--- src/rtl/cv32e40p_pmp_data_gate.sv ---
// PMP data gate: checks each LSU access against the PMP before it reaches OBI.
// Denied accesses get a local error response and are logged (first fault + count).
module cv32e40p_pmp_data_gate #(
  parameter int unsigned FAULT_CNT_W = 8,
  parameter logic [31:0] ERR_RDATA   = 32'h0000_0000
) (
  input  logic                   clk,
  input  logic                   rst,
  // LSU side
  input  logic                   core_req_i,
  output logic                   core_gnt_o,
  input  logic [31:0]            core_addr_i,
  input  logic                   core_we_i,
  input  logic [3:0]             core_be_i,
  input  logic [31:0]            core_wdata_i,
  output logic                   core_rvalid_o,
  output logic [31:0]            core_rdata_o,
  output logic                   core_err_o,
  // PMP check interface
  output logic [31:0]            pmp_addr_o,
  output logic                   pmp_we_o,
  input  logic                   pmp_access_i,
  // OBI side
  output logic                   bus_req_o,
  input  logic                   bus_gnt_i,
  output logic [31:0]            bus_addr_o,
  output logic                   bus_we_o,
  output logic [3:0]             bus_be_o,
  output logic [31:0]            bus_wdata_o,
  input  logic                   bus_rvalid_i,
  input  logic [31:0]            bus_rdata_i,
  input  logic                   bus_err_i,
  // fault capture
  output logic                   fault_valid_o,
  output logic [31:0]            fault_addr_o,
  output logic                   fault_we_o,
  input  logic                   fault_clr_i,
  output logic [FAULT_CNT_W-1:0] fault_cnt_o
);

  typedef enum logic [2:0] {IDLE, CHECK, BUS_REQ, BUS_WAIT, RESP} state_e;

  state_e                 state_q, state_d;
  logic [31:0]            addr_q, wdata_q;
  logic [3:0]             be_q;
  logic                   we_q;
  logic                   req_load;
  logic [31:0]            rdata_q, rdata_d;
  logic                   err_q, err_d;
  logic                   rvalid_q, bus_req_q;
  logic                   deny;
  logic                   fault_valid_q;
  logic [31:0]            fault_addr_q;
  logic                   fault_we_q;
  logic [FAULT_CNT_W-1:0] fault_cnt_q;

  // Next-state and response-load decode
  always_comb begin
    state_d    = state_q;
    req_load   = 1'b0;
    rdata_d    = rdata_q;
    err_d      = err_q;
    deny       = 1'b0;
    core_gnt_o = 1'b0;
    unique case (state_q)
      IDLE: begin
        core_gnt_o = core_req_i;
        if (core_req_i) begin
          req_load = 1'b1;
          state_d  = CHECK;
        end
      end
      CHECK: begin
        if (pmp_access_i) begin
          state_d = BUS_REQ;
        end else begin
          rdata_d = ERR_RDATA;
          err_d   = 1'b1;
          deny    = 1'b1;
          state_d = RESP;
        end
      end
      BUS_REQ: begin
        if (bus_gnt_i) state_d = BUS_WAIT;
      end
      BUS_WAIT: begin
        if (bus_rvalid_i) begin
          rdata_d = bus_rdata_i;
          err_d   = bus_err_i;
          state_d = RESP;
        end
      end
      RESP:    state_d = IDLE;
      default: state_d = IDLE;
    endcase
  end

  // State, registered handshake outputs and response data
  always_ff @(posedge clk or posedge rst) begin
    if (rst) begin
      state_q   <= IDLE;
      rvalid_q  <= 1'b0;
      bus_req_q <= 1'b0;
      rdata_q   <= 32'h0;
      err_q     <= 1'b0;
    end else begin
      state_q   <= state_d;
      rvalid_q  <= (state_d == RESP);
      bus_req_q <= (state_d == BUS_REQ);
      rdata_q   <= rdata_d;
      err_q     <= err_d;
    end
  end

  // Latch the accepted request; held for PMP and bus until the next accept
  always_ff @(posedge clk or posedge rst) begin
    if (rst) begin
      addr_q  <= 32'h0;
      we_q    <= 1'b0;
      be_q    <= 4'h0;
      wdata_q <= 32'h0;
    end else if (req_load) begin
      addr_q  <= core_addr_i;
      we_q    <= core_we_i;
      be_q    <= core_be_i;
      wdata_q <= core_wdata_i;
    end
  end

  // First-fault capture and saturating deny counter; a new deny beats a clear
  always_ff @(posedge clk or posedge rst) begin
    if (rst) begin
      fault_valid_q <= 1'b0;
      fault_addr_q  <= 32'h0;
      fault_we_q    <= 1'b0;
      fault_cnt_q   <= '0;
    end else begin
      if (deny) begin
        if (fault_cnt_q != {FAULT_CNT_W{1'b1}}) begin
          fault_cnt_q <= fault_cnt_q + FAULT_CNT_W'(1);
        end
        if (!fault_valid_q || fault_clr_i) begin
          fault_addr_q <= addr_q;
          fault_we_q   <= we_q;
        end
        fault_valid_q <= 1'b1;
      end else if (fault_clr_i) begin
        fault_valid_q <= 1'b0;
      end
    end
  end

  assign core_rvalid_o = rvalid_q;
  assign core_rdata_o  = rdata_q;
  assign core_err_o    = err_q;
  assign pmp_addr_o    = addr_q;
  assign pmp_we_o      = we_q;
  assign bus_req_o     = bus_req_q;
  assign bus_addr_o    = addr_q;
  assign bus_we_o      = we_q;
  assign bus_be_o      = be_q;
  assign bus_wdata_o   = wdata_q;
  assign fault_valid_o = fault_valid_q;
  assign fault_addr_o  = fault_addr_q;
  assign fault_we_o    = fault_we_q;
  assign fault_cnt_o   = fault_cnt_q;

endmodule

--- config.mk ---
export PLATFORM = sky130hd
export DESIGN_NAME = cv32e40p_pmp_data_gate
export DESIGN_NICKNAME = d
export VERILOG_FILES = /design/src/rtl/cv32e40p_pmp_data_gate.sv
export SDC_FILE = /design/constraint.sdc
export NUM_CORES = 1
export LEC_CHECK = 0
export ABC_AREA = 1
export BUFFER_PORTS_ARGS = -buffer_cell sky130_fd_sc_hd__buf_2
export CAP_MARGIN = 20
export CORE_UTILIZATION = 40
export DETAILED_ROUTE_END_ITERATION = 12
export PLACE_DENSITY = 0.72
export SYNTH_ARGS = -nofsm -noshare
export SYNTH_HDL_FRONTEND = slang
export SYNTH_SLANG_ARGS = --single-unit
--- constraint.sdc ---
create_clock -name clk -period 4.6 [get_ports clk]
set_input_delay 0.46 -clock clk [delete_from_list [all_inputs] [get_ports clk]]
set_output_delay 0.46 -clock clk [all_outputs]
set_load 0.05 [all_outputs]
## Word-level counts from Yosys, hierarchy flattened

Cells that the tools add are included.

- Flip-flop bits (word level): 149
- Bits of input ports: 109

- $add $sub $neg: 1
- Equal/unequal tests: 8
- Muxes and demuxes: 18
- Reduce and logical (&&, ||, !) cells: 8

Operators by type and width:

| kind | number |
|---|---|
| 32-bit 2-to-1 mux | 2 |
| 32-bit one-hot mux with 2 select lines | 1 |
| 3-bit 2-to-1 mux | 4 |
| 3-bit one-hot mux with 4 select lines | 1 |
| 3-bit by 2-bit equality test with 1-bit output (second input constant) | 3 |
| 1-bit 2-to-1 mux | 9 |
| 8-bit by 1-bit adder with 8-bit output (second input constant) | 1 |
| 8-bit != test (second input constant) | 1 |
| 2-bit != test (second input constant) | 2 |
| 2-bit AND reduction | 2 |
| 2-bit nonzero test | 2 |
| 3-bit by 1-bit equality test with 1-bit output (second input constant) | 1 |
| 3-bit equality test (second input constant) | 1 |
| 3-bit logical NOT | 1 |
| 3-bit AND reduction | 1 |
| 1-bit one-hot mux with 2 select lines | 1 |
| 1-bit logical NOT | 1 |
| 1-bit logical OR | 1 |

## Longest topological paths before layout

Gate-level depths: netlist of the first run.

- Word-level depth: 3
- Depth in mapped cells: 8
- Gate-level depth less buffers: 7

## Worst setup path before layout of the first run

OpenSTA, ideal clock, no wires.

- Kind: register to register
- From: register fault_cnt_q[1], in the netlist fault_cnt_o[1]
- To: register fault_cnt_q[5], in the netlist fault_cnt_o[5]
- Setup time: 0.066 ns
- Arrival: 1.615 ns
- Setup slack: 2.918 ns
- Stages on the path, launching flop included: 6
- Buffers on the path: 0
- Clock period less this slack: 1.682 ns
- Cells stage by stage: dfrtp_1 > ha_1 > nand3_1 > o21ai_1 > nand2_1 > nand2_1

- Word-level cells in the longest chain between the ends: 2
- Elaborated cells between the ends (all ways): 3
- Those cells by class: add/sub: 1; eq/ne: 1; reduce/logical: 1

Ends and longest elaborated chain:

| element | line | text |
|---|---|---|
| start: declaration | 55 | `logic [FAULT_CNT_W-1:0] fault_cnt_q;` |
| start signal: assignment | 140 | `fault_cnt_q <= fault_cnt_q + FAULT_CNT_W'(1);` |
| parallel branches: the longest is 2 deep, another holds 8-bit by 1-bit adder with 8-bit output | n/a |  |

Several ways; the timed one is not identified.
A chain may end at the register's enable or synchronous reset.

## Final worst setup path of the first run

- From: register state_q[0]
- To: output port core_gnt_o

- Word-level cells in the longest chain between the ends: 2

Ends and longest elaborated chain:

| element | line | text |
|---|---|---|
| start: declaration | 43 | `state_e state_q, state_d;` |
| start signal: assignment | 107 | `state_q <= state_d;` |
| 3-bit logical NOT | 65 | `unique case (state_q)` |
| 1-bit 2-to-1 mux | 65 |  |
| end: declaration | 11 | `output logic core_gnt_o,` |

Every way passes these cells.

==> flow_summary.yaml, run 1 <==
outcome:
  outcome: "completed"
final_layout:
  antennaDiodeCount: 0
  syn_to_final_growth_pct: 30.0
  drive_gt1_frac: 0.369
  final_nets: 1043
drt:
  dr.first_iter.drc_count: 255
  antenna_left: 0
  drc: 0
  routed_wl_um: 15700
  num_vias: 5327
  wl_per_cell_um: 13.6
  viasPerCell: 4.60
  firstDrtPassIters: 5
cts:
  cts_tree: "done"
  cts_inserted_buffers: 17
  insertion_delay_ns: 0.41
  cts_root_buf: "clkbuf_16"
  cts.sinks: 149
  post_cts_buffers: 0
  clk_pin_slew_worst_paths_ns: 0.06
  hold_buffers: 0
  htreeDepth: 4
  cts.path.max_buffers: 2
  ctsResizeCount: 0
synth:
  synth_edf_count: 0
  async_reset_ff_frac: 1.00
  synth_cell_type_count: 20
  syn-num-nets: 799
  synth_seq_area_share: 0.594
  synth_area_leaders: "dfrtp_1, nand2_1, nand3_1"
  ys_seq_elements: 149
  synth_top_area_share: 0.594
  ys_top_cells_by_count: "nand2_1, dfrtp_1, nand3_1"
  avgSynthCellArea_um2: 9.11
  ys.flop_type: "dfrtp_1"
  postSynthCellCount: 689
  synth_warnings: 0
  yosys.area.top_type: "dfrtp_1"
  netlist_area_mm2: 0.00628
  synth.most_common_cell: "nand2_1"
setup_path:
  crit_required_ns: 4.14
  cp_max_fo: 44
  cpLargestDelayFamily: "buffers and inverters"
  max_stage_delay_ns: 0.54
  crit_buf_inv: 2
  crit_arrival_ns: 2.10
  crit_chain: "nor2_2, nand3_2, inv_2, buf_2"
  critical_path_class: "reg2out"
  end_kind: "output pin"
  critPathLaunchType: "flip-flop"
  slowest_stage: "inv_2"
  ff2ff_setup_slack_ns: 2.39
floorplanning:
  dieArea_mm2: 0.0162
  core.rowCount: 45
  die_width_um: 127
  start_util: 0.411
  coreArea_mm2: 0.0153
  dieHeight_um: 127
  pin_count: 289
timing:
  rsz0062_at_grt: "no"
  totalNegativeSetupSlack_ns: 0
  finalCriticalPeriod_ns: 2.56
  fin_crit_sh: 0.557
  finalMaxSlewViolations: 0
  max_clock_freq_mhz: 390
  skew_ns: 0.00613
  worst_pin_slew_ns: 0.743
  hold_violations: 0
  final-setup-viol-count: 0
  slew_headroom: 0.504
run:
  cap_violations: 0
placed_design:
  dp_hpwl_um: 11100
  gp_congestion: 0.802
  port_buffers: 288
global_routing:
  grt_pass1_vias: 4881
  grt_max_degree: 82
  antenna_found_initial: 0
  grtUsageTotal: 0.199
  grt_pass1_wl_um: 25100
  gr-total-overflow: 0
min_path:
  hp-class: "in2async"
-- layout make-up --
cell class,instances,area [um2]
clock inverter,11,149
tap,211,264
sequential,149,3730
multi-input combinational,434,1920
fill,1431,7100
inverter,38,148
timing repair buffer,293,1490
clock buffer,21,460
-- per-layer routing --
metal  wire length, um  GRT usage  vias to the layer above
met2              7600      0.324                      231
met1              6690      0.254                     2462
met3              1240     0.0586                       13
met4               167     0.0693                        0
li1                  -          -                     2621
met5                 0          0                        -
-- state kept, by name (all words and copies together), names as in the netlist --
register       count
state_q            3
bus_req_o          1
core_err_o         1
fault_addr_o      32
fault_cnt_o        8
fault_we_o         1
bus_addr_o        32
fault_valid_o      1
bus_be_o           4
bus_wdata_o       32
bus_we_o           1
core_rvalid_o      1
core_rdata_o      32
-- path summary, 6_finish.rpt --
check                                              end                   start  cells past startpoint
setup / recovery                            core_gnt_o    state_q[0]$_DFF_PP0_                      4
hold / removal               bus_addr_o[5]$_DFFE_PP0P_                     rst                      2
setup reg to reg                core_err_o$_DFFE_PP0P_    state_q[2]$_DFF_PP0_                      7
hold reg to reg                 fault_we_o$_DFFE_PP0P_  fault_we_o$_DFFE_PP0P_                      2
max in group asynchronous  bus_wdata_o[24]$_DFFE_PP0P_                     rst                      3
min in group clk           bus_wdata_o[26]$_DFFE_PP0P_        core_wdata_i[26]                      3
-- kinds of logic (layout without fill, tap and decap cells) --
family / Yosys count / count (layout) / synth area share
XOR/XNOR: 3 / 3 / 0.00419
flip-flops: 149 / 149 / 0.594
AO/OA/AOI/OAI: 50 / 50 / 0.0476
buffers and inverters: 106 / 363 / 0.100
AND/OR/NAND/NOR: 380 / 380 / 0.252
adder cells (fa/ha/maj): 1 / 1 / 0.00199
-- per-stage QoR --
stage          worst slack, ns  cells  utilization  hold WS, ns  cell area [um2]
6_report                  2.04   1157        0.535        0.187             8160
5_1_grt                   1.87   1157        0.535        0.221             8160
4_1_cts                   1.99   1156        0.534        0.205             8140
3_5_place_dp              2.18   1124        0.494        0.453             7530
3_3_place_gp              2.33   1124        0.494        0.449             7530
2_1_floorplan            0.132    689            -        0.570             6280
-- cell usage in the layout (no fill, tap or decap), types with 4 or more instances in the layout --
master,n
clkbuf_16,17
dfrtp_1,149
nor2_1,8
buf_4,4
nand3_1,82
nand2_1,281
o21ai_1,11
buf_2,288
inv_1,34
o21ai_2,13
o21ai_0,26
-- worst register-to-register path, cell delays in order (launching register included) --
cell and delay, ns:
dfrtp_1 0.38, inv_1 0.14, nand3_1 0.13, inv_2 0.45, nand2_4 0.39, nand2_4 0.41, o21ai_0 0.16, nand2_1 0.08
Power of run 1 is not shown: default switching activity piles up to over one toggle a cycle in this logic, so the estimate is an artifact.
==> inputs of run 2 (changes only) <==
--- a/config.mk
+++ b/config.mk
@@ -10,7 +10,7 @@
 export CAP_MARGIN = 20
 export CORE_UTILIZATION = 40
 export DETAILED_ROUTE_END_ITERATION = 12
-export PLACE_DENSITY = 0.72
+export PLACE_DENSITY = 0.69
 export SYNTH_ARGS = -nofsm -noshare
 export SYNTH_HDL_FRONTEND = slang
 export SYNTH_SLANG_ARGS = --single-unit
==> constraint.sdc (replaced) <==
create_clock -name clk -period 2.5 [get_ports clk]
set_input_delay 0.25 -clock clk [delete_from_list [all_inputs] [get_ports clk]]
set_output_delay 0.25 -clock clk [all_outputs]
set_load 0.05 [all_outputs]
==> run 2 against run 1 <==
Global-route usage rose by 0.072 points. Sequential share of layout area decreased by 0.27 points. Core utilization up 0.32 points. First-iteration DRC count increased by 11%. Die area unchanged. Clock skew increased by 0.0022 ns. Count of clock-buffer cells in the layout down 1. Wire length grew 0.54%. Register-to-register slack got worse by 1.7 ns. Critical path depth unchanged. Sequential cell count is the same. Via count increased by 1.1%.
==> flow_summary.yaml, run 2 (synthesis gave the netlist of run 1 again) <==
cts:
  clk_pin_slew_worst_paths_ns: 0.06
  insertion_delay_ns: 0.41
  cts.sinks: 149
  post_cts_buffers: 0
  cts_root_buf: "clkbuf_16"
  ctsResizeCount: 0
  hold_buffers: 0
  htreeDepth: 4
  cts_inserted_buffers: 17
  cts.path.max_buffers: 2
  cts_tree: "done"
global_routing:
  grtUsageTotal: 0.200
  grt_pass1_vias: 5012
  gr-total-overflow: 0
  grt_pass1_wl_um: 25100
  grt_max_degree: 150
  antenna_found_initial: 0
drt:
  firstDrtPassIters: 4
  antenna_left: 0
  drc: 0
  viasPerCell: 4.65
  wl_per_cell_um: 13.6
  dr.first_iter.drc_count: 282
  num_vias: 5384
  routed_wl_um: 15800
final_layout:
  layout_commonest_cell: "buf_2"
  syn_to_final_growth_pct: 30.8
  most-common-layout-cells: "buf_2, nand2_1, dfrtp_1"
  fillers: 1472
  final_nets: 1045
  antennaDiodeCount: 0
  drive_gt1_frac: 0.371
timing:
  finalCriticalPeriod_ns: 2.07
  hold_violations: 0
  rsz0062_at_grt: "no"
  final-setup-viol-count: 0
  finalMaxSlewViolations: 0
  totalNegativeSetupSlack_ns: 0
  fin_crit_sh: 0.829
  skew_ns: 0.00829
  max_clock_freq_mhz: 482
  worst_pin_slew_ns: 0.821
  slew_headroom: 0.452
floorplanning:
  pin_count: 289
  start_util: 0.411
  core.rowCount: 45
  coreArea_mm2: 0.0153
  die_width_um: 127
  dieHeight_um: 127
  dieArea_mm2: 0.0162
placed_design:
  gp_congestion: 0.749
  port_buffers: 288
  dp_hpwl_um: 11000
setup_path:
  ff2ff_setup_slack_ns: 0.67
  critPathLaunchType: "flip-flop"
  end_kind: "output pin"
  crit_arrival_ns: 1.82
  r2r-end: "fault_addr_o[9]$_DFFE_PP0P_"
  crit_required_ns: 2.25
  rr_worst_depth: 7
  r2r_start: "state_q[2]$_DFF_PP0_"
  cp_max_fo: 22
  critical_path_class: "reg2out"
run:
  cap_violations: 0
min_path:
  hp-class: "in2async"
outcome:
  outcome: "completed"
==> run 2: cell count changes in the layout (fill, tap and decap cells not counted) <==
cell / previous run / this run
inv_6: 3 / 1
buf_12: 1 / 2
buf_4: 4 / 5
bufinv_16: 3 / 4
clkbuf_1: 2 / 1
clkinv_2: 2 / 3
clkinvlp_4: 3 / 4
==> run 2: how the worst max path moves through the flow <==
stage | startpoint | end | slack [ns] | cells past startpoint
3_3_place_gp | state_q[0]$_DFF_PP0_ | bus_wdata_o[9]$_DFFE_PP0P_ | 0.72 | 6
4_1_cts | state_q[0]$_DFF_PP0_ | core_gnt_o | 0.39 | 4
2_1_floorplan | rst | bus_addr_o[0]$_DFFE_PP0P_ | 0.38 | 1
5_1_grt | state_q[0]$_DFF_PP0_ | core_gnt_o | 0.30 | 4
6_report | state_q[0]$_DFF_PP0_ | core_gnt_o | 0.43 | 4
3_5_place_dp | state_q[2]$_DFF_PP0_ | fault_addr_o[0]$_DFFE_PP0P_ | 0.68 | 7
==> run 2: per-layer routing <==
layer	routed length, um	track usage
met2	7740	0.331
met3	1190	0.0574
met5	0	0
met4	221	0.0658
met1	6640	0.252
==> run 2: final cells by class <==
type / instances / area, um2 / share of cell area
clock inverter: 12 / 175 / 0.0213
timing repair buffer: 295 / 1520 / 0.185
inverter: 38 / 146 / 0.0178
multi-input combinational: 434 / 1920 / 0.234
clock buffer: 20 / 457 / 0.0556
tap: 211 / 264 / 0.0321
sequential: 149 / 3730 / 0.454
==> run 2: worst max-delay path, stage by stage, from the launching register on <==
cell	delay (ns)
dfrtp_1	0.44
nor2_2	0.19
nand3_2	0.11
inv_2	0.32
buf_2	0.34
==> run 2: metrics by stage <==
stage               setup WS [ns]   util  instance area [um2]  instances  hold slack (ns)
finish                      0.427  0.538                 8210       1159           0.0191
global route                0.295  0.538                 8210       1159           0.0125
CTS                         0.389  0.538                 8210       1159          0.00644
detailed placement          0.682  0.497                 7580       1127            0.449
global placement            0.717  0.497                 7580       1127            0.444
floorplan                   0.375      -                 6280        689            0.360
Power of run 2 is left out for the same reason.
